==> src/rtl/pll_lock_reset_ce.sv <==
// PLL lock conditioner: synchronizes pll_locked, debounces it into core_reset and
// drives phase-aligned pixel/CPU clock enables. Optional lock-loss counter: PLL_LOCK_LOSS_COUNT_EN.
module pll_lock_reset_ce #(
  parameter int unsigned LOCK_STABLE_CYCLES = 4096,
  parameter int unsigned RESET_HOLD_CYCLES  = 16,
  parameter int unsigned CE_DIV_PIX         = 8,
  parameter int unsigned CE_DIV_CPU         = 16
) (
  input  logic       clk,
  input  logic       rst,
  input  logic       pll_locked,
  input  logic       soft_reset,
  output logic       core_reset,
  output logic       ce_pix,
  output logic       ce_cpu,
`ifdef PLL_LOCK_LOSS_COUNT_EN
  output logic [7:0] lock_loss_cnt,
`endif
  output logic       ready
);

  localparam int unsigned DIV_W = $clog2(CE_DIV_CPU);
  localparam int unsigned PIX_W = $clog2(CE_DIV_PIX);

  typedef enum logic [1:0] {
    WAIT_LOCK = 2'd0,
    STABLE    = 2'd1,
    HOLD      = 2'd2,
    RUN       = 2'd3
  } state_t;

  state_t             state_q, state_d;
  logic               sync1_q, lk_s;
  logic [15:0]        stab_q, stab_d;
  logic [7:0]         hold_q, hold_d;
  logic [DIV_W-1:0]   div_q, div_d;
  logic               core_reset_q, core_reset_d;
  logic               ce_pix_q, ce_pix_d;
  logic               ce_cpu_q, ce_cpu_d;
  logic               ready_q, ready_d;
  logic               active_d;
  logic               loss_s;
`ifdef PLL_LOCK_LOSS_COUNT_EN
  logic [7:0]         loss_q, loss_d;
`endif

  // Next-state, counters and registered-output values
  always_comb begin
    state_d = state_q;
    stab_d  = stab_q;
    hold_d  = hold_q;
    div_d   = div_q;
    loss_s  = 1'b0;
    case (state_q)
      WAIT_LOCK: begin
        div_d = '0;
        if (lk_s) begin
          state_d = STABLE;
          stab_d  = 16'd1;
        end else begin
          stab_d  = 16'd0;
        end
      end
      STABLE: begin
        div_d = '0;
        if (!lk_s) begin
          state_d = WAIT_LOCK;
          stab_d  = 16'd0;
        end else if (stab_q == 16'(LOCK_STABLE_CYCLES)) begin
          state_d = HOLD;
          hold_d  = 8'd0;
        end else begin
          stab_d  = stab_q + 16'd1;
        end
      end
      HOLD, RUN: begin
        if (!lk_s) begin
          // Lock loss wins over a simultaneous soft_reset
          loss_s  = 1'b1;
          state_d = WAIT_LOCK;
          stab_d  = 16'd0;
          hold_d  = 8'd0;
          div_d   = '0;
        end else begin
          div_d = div_q + DIV_W'(1);
          if (soft_reset) begin
            state_d = HOLD;
            hold_d  = 8'd0;
          end else if (state_q == RUN) begin
            state_d = RUN;
          end else if (hold_q == 8'(RESET_HOLD_CYCLES - 1)) begin
            state_d = RUN;
          end else begin
            hold_d  = hold_q + 8'd1;
          end
        end
      end
      default: begin
        state_d = WAIT_LOCK;
        stab_d  = 16'd0;
        hold_d  = 8'd0;
        div_d   = '0;
      end
    endcase

    // Enables fire on the edge after the divider shows all ones
    active_d     = (state_d == HOLD) || (state_d == RUN);
    ce_pix_d     = active_d && (&div_q[PIX_W-1:0]);
    ce_cpu_d     = active_d && (&div_q);
    core_reset_d = (state_d != RUN);
    ready_d      = (state_d == RUN);

`ifdef PLL_LOCK_LOSS_COUNT_EN
    if (loss_s && (loss_q != 8'hFF)) begin
      loss_d = loss_q + 8'd1;
    end else begin
      loss_d = loss_q;
    end
`endif
  end

  // Synchronizer, FSM state, counters and output registers
  always_ff @(posedge clk) begin
    if (rst) begin
      sync1_q      <= 1'b0;
      lk_s         <= 1'b0;
      state_q      <= WAIT_LOCK;
      stab_q       <= 16'd0;
      hold_q       <= 8'd0;
      div_q        <= '0;
      core_reset_q <= 1'b1;
      ce_pix_q     <= 1'b0;
      ce_cpu_q     <= 1'b0;
      ready_q      <= 1'b0;
`ifdef PLL_LOCK_LOSS_COUNT_EN
      loss_q       <= 8'd0;
`endif
    end else begin
      sync1_q      <= pll_locked;
      lk_s         <= sync1_q;
      state_q      <= state_d;
      stab_q       <= stab_d;
      hold_q       <= hold_d;
      div_q        <= div_d;
      core_reset_q <= core_reset_d;
      ce_pix_q     <= ce_pix_d;
      ce_cpu_q     <= ce_cpu_d;
      ready_q      <= ready_d;
`ifdef PLL_LOCK_LOSS_COUNT_EN
      loss_q       <= loss_d;
`endif
    end
  end

  assign core_reset = core_reset_q;
  assign ce_pix     = ce_pix_q;
  assign ce_cpu     = ce_cpu_q;
  assign ready      = ready_q;
`ifdef PLL_LOCK_LOSS_COUNT_EN
  assign lock_loss_cnt = loss_q;
`endif

endmodule

==> config.mk <==
export PLATFORM = sky130hd
export DESIGN_NAME = pll_lock_reset_ce
export DESIGN_NICKNAME = d
export VERILOG_FILES = /design/src/rtl/pll_lock_reset_ce.sv
export SDC_FILE = /design/constraint.sdc
export NUM_CORES = 1
export LEC_CHECK = 0
export CAP_MARGIN = 20
export CORE_MARGIN = 2
export CORE_UTILIZATION = 45
export DETAILED_ROUTE_END_ITERATION = 6
export GPL_TIMING_DRIVEN = 0
export SYNTH_ARGS = -nofsm -noshare
export SYNTH_HDL_FRONTEND = slang
export SYNTH_SLANG_ARGS = --single-unit
==> constraint.sdc <==
create_clock -name clk -period 1.7 [get_ports clk]
set_input_delay 0.17 -clock clk [delete_from_list [all_inputs] [get_ports clk]]
set_output_delay 0.17 -clock clk [all_outputs]
set_load 0.1 [all_outputs]
==> results.md <==
* Initial antenna violation count at 0
* Violated checks: setup timing
* CP max-delay cell: or4b_1
* Clock Skew at 0.00718 ns
* Fin. Hold Viols at 0
* Row Count at 22
* CP Max Fanout at 3
* Synthesized area at 1770 µm²
* Crit path max-delay family: simple AND/OR/NAND/NOR gates
* Layout cells sized above 1 at 38.7%
* Post-synthesis xor/xnor area fraction at 0.496%
* Final net count at 238
* Initial Util at 47.5%
* Startpoint Class: flip-flop
* Commonest cells in the synthesized netlist: dfxtp_1, a21oi_1, nand2_1
* VDD IR max at 0.487 mV
* Share of flip-flops with an asynchronous set or reset at 0%
* First-pass GRT wire length at 7.22 mm
* CTS tree: done
* DR WL/cell at 16.0 µm
* Worst Tran Pin Value at 0.960 ns
* Worst path bufs/invs at 1
* Cells after DPL at 256
* DP Wirelength at 2.74 mm
* Die Height at 66.7 µm
* H-tree Lvls at 2
* CP endpoint kind: flip-flop
* PD cells at 684 nW/µm²
* #FFs+latches synth at 36
* Critical path required time at 1.93 ns
* Util after Layout at 64.7%
* Hold WC Path Type: in2reg
* Number of global-route vias before repair at 1554
* Number of routed nets with antenna violations at 0
* Top_reg_cell synth: dfxtp_1
* Net Count, Synth at 210
* Register area share after synthesis at 40.8%
* Root Buffer Master: clkbuf_8
* RD Place Congestion at 0.841
* Largest stage delay, worst path at 0.53 ns
* Clk buf depth at 2
* Post-synth top area cell: dfxtp_1
* Distinct cell type count after synthesis at 45
* Clock buffer count from CTS at 5
* Post-CTS Hold Buffers at 0
* Fmax at 548 MHz
* Largest net degree at the start of global routing at 13
* Synth Area in Compound Gates at 18.9%
* Antenna cells at 0
* Setup violations, final at 15
* Largest family of logic cells by synthesized area: simple AND/OR/NAND/NOR gates
* Proportion of synthesized area in mux cells at 0.567%
* GRT overflow at 0
* DR vias/cell at 5.94
* Crit path cell chain: ha_4 > and3_4 > a21oi_4 > o22ai_2 > buf_4 > or4b_1 > a21oi_2
* CTS clk-pin slew, worst paths at 0.07 ns
* Total power draw at 1.65 mW
* Non-filler instance count after layout at 278
* Setup TNS at -0.806 ns
* Slew Viols, Final at 0
* First DRT Iteration DRCs at 70
* Adder-cell share of the synthesized area at 3.54%
* Io pins at 8
* Final WS setup at -0.123 ns
* Hold slack at 0.199 ns
* Yosys top cell area share at 40.8%
* Clk_lat worst skew at 0.29 ns
* Most frequent cell after synthesis: dfxtp_1
* Arr. time, crit path at 2.05 ns
* Max-capacitance violation count at 0
* Mapped Avg Cell Area at 8.79 µm²
* Mapped Cells at 201
* Routed via count at 1650
* Area grow syn2layout at 36.2%
* DRC at 0
* Final period util at 107%
* PortBufs at 7
* RSZ-0062 raised after global routing: true
* Pleak at 0.879 nW
* Top cells by area, synth: dfxtp_1, a21oi_1, nor4b_4
* Status: complete, but fails checks
* Post-synthesis simple-gate area fraction at 31.9%
* Gr usage total at 21.5%
* Core Region at 3720 µm²
* Kind of critical path: reg2reg
* Tmin final at 1.82 ns
* Fill cells at 303
* Chip width at 66.7 µm
* Total wire length at 4.45 mm
* Clock sink count at 36
* DR pass1 iterations at 4
* Number of synthesized flops with an enable pin at 0
* DIE AREA at 4440 µm²
* Yosys warnings at 0
* Max-slew headroom at 36.3%
-- final cells by class --
type | instances | area [µm²] | share of cell area (%)
multi-input combinational | 150 | 1210 | 50.3
sequential | 36 | 744 | 30.9
timing repair buffer | 21 | 180 | 7.49
clock buffer | 5 | 68.8 | 2.86
buffer | 7 | 66.3 | 2.76
tap | 48 | 60.1 | 2.50
clock inverter | 3 | 42.5 | 1.77
inverter | 8 | 32.5 | 1.35
-- timing repair --
action	CTS	global route
setup endpoints to repair	29	23
pin swaps	17	25
resized for setup	38	46
cloned	0	1
setup buffers	11	2
-- layer usage --
layer	global-route usage [%]	part of all wire, %
met1	28.9	46
met2	34.5	49
met3	5.07	4.1
met4	5.87	0.85
met5	0	0
-- cell families after synthesis --
family                     count (synthesis)
and+or+nand+nor                           88
AOI/OAI and AO/OA                         55
DFF                                       36
buffers and inverters                     15
adders and majority gates                  5
xor gates and xnor gates                   1
muxes                                      1
-- path summary, 6_finish.rpt --
check,start,endpoint,slack (ns),cells past startpoint
setup / recovery,hold_q[0],hold_q[5],-0.12,7
hold / removal,rst,hold_q[1],0.20,2
setup reg to reg,hold_q[0],hold_q[5],-0.12,7
hold reg to reg,sync1_q,lk_s,0.45,1
-- worst register-to-register path, delay by kind of cell (launching register included) --
kind / cells / cell delay, ns
AO/OA/AOI/OAI: 3 / 0.39
buffers and inverters: 1 / 0.16
AND/OR/NAND/NOR: 2 / 0.71
flip-flops: 1 / 0.36
adder cells (fa/ha/maj): 1 / 0.15
-- cells in the final DEF (no fill, tap or decap), types with 3 or more instances in the layout --
cell type / instances
ha_4: 3
o21ai_2: 6
nand3_1: 11
dfxtp_4: 4
buf_4: 15
nor2_1: 13
dfxtp_2: 7
buf_6: 4
a21oi_1: 11
clkbuf_8: 6
a21oi_2: 9
dfxtp_1: 25
o31ai_1: 4
or3_1: 4
dlygate4sd2_1: 4
and4_1: 4
o21ai_0: 3
nand2_1: 14
or4_1: 3
inv_1: 6
nor4b_4: 3
nand4_1: 5
and3_1: 6
-- metrics by stage --
step                      setup WS (ns)  area [µm²]
after floorplan                -0.00798        1800
after global placement           -0.336        1930
after detailed placement         -0.346        1930
after CTS                        -0.107        2240
after global routing             -0.164        2410
final                            -0.123        2410
-- registers in the layout, indices dropped and copies added (netlist names) --
signal / flops
ce_cpu: 1
ce_pix: 1
core_reset: 1
div_q: 4
hold_q: 8
lk_s: 1
ready: 1
stab_q: 16
state_q: 2
sync1_q: 1
-- report_power, final --
part / total (mW) / internal (mW) / switching, mW
logic: 0.0478 / 0.0253 / 0.0225
registers: 0.844 / 0.840 / 0.00372
clock network: 0.755 / 0.434 / 0.321
total: 1.65 / 1.30 / 0.348
Power figures use the tool's default switching activity.
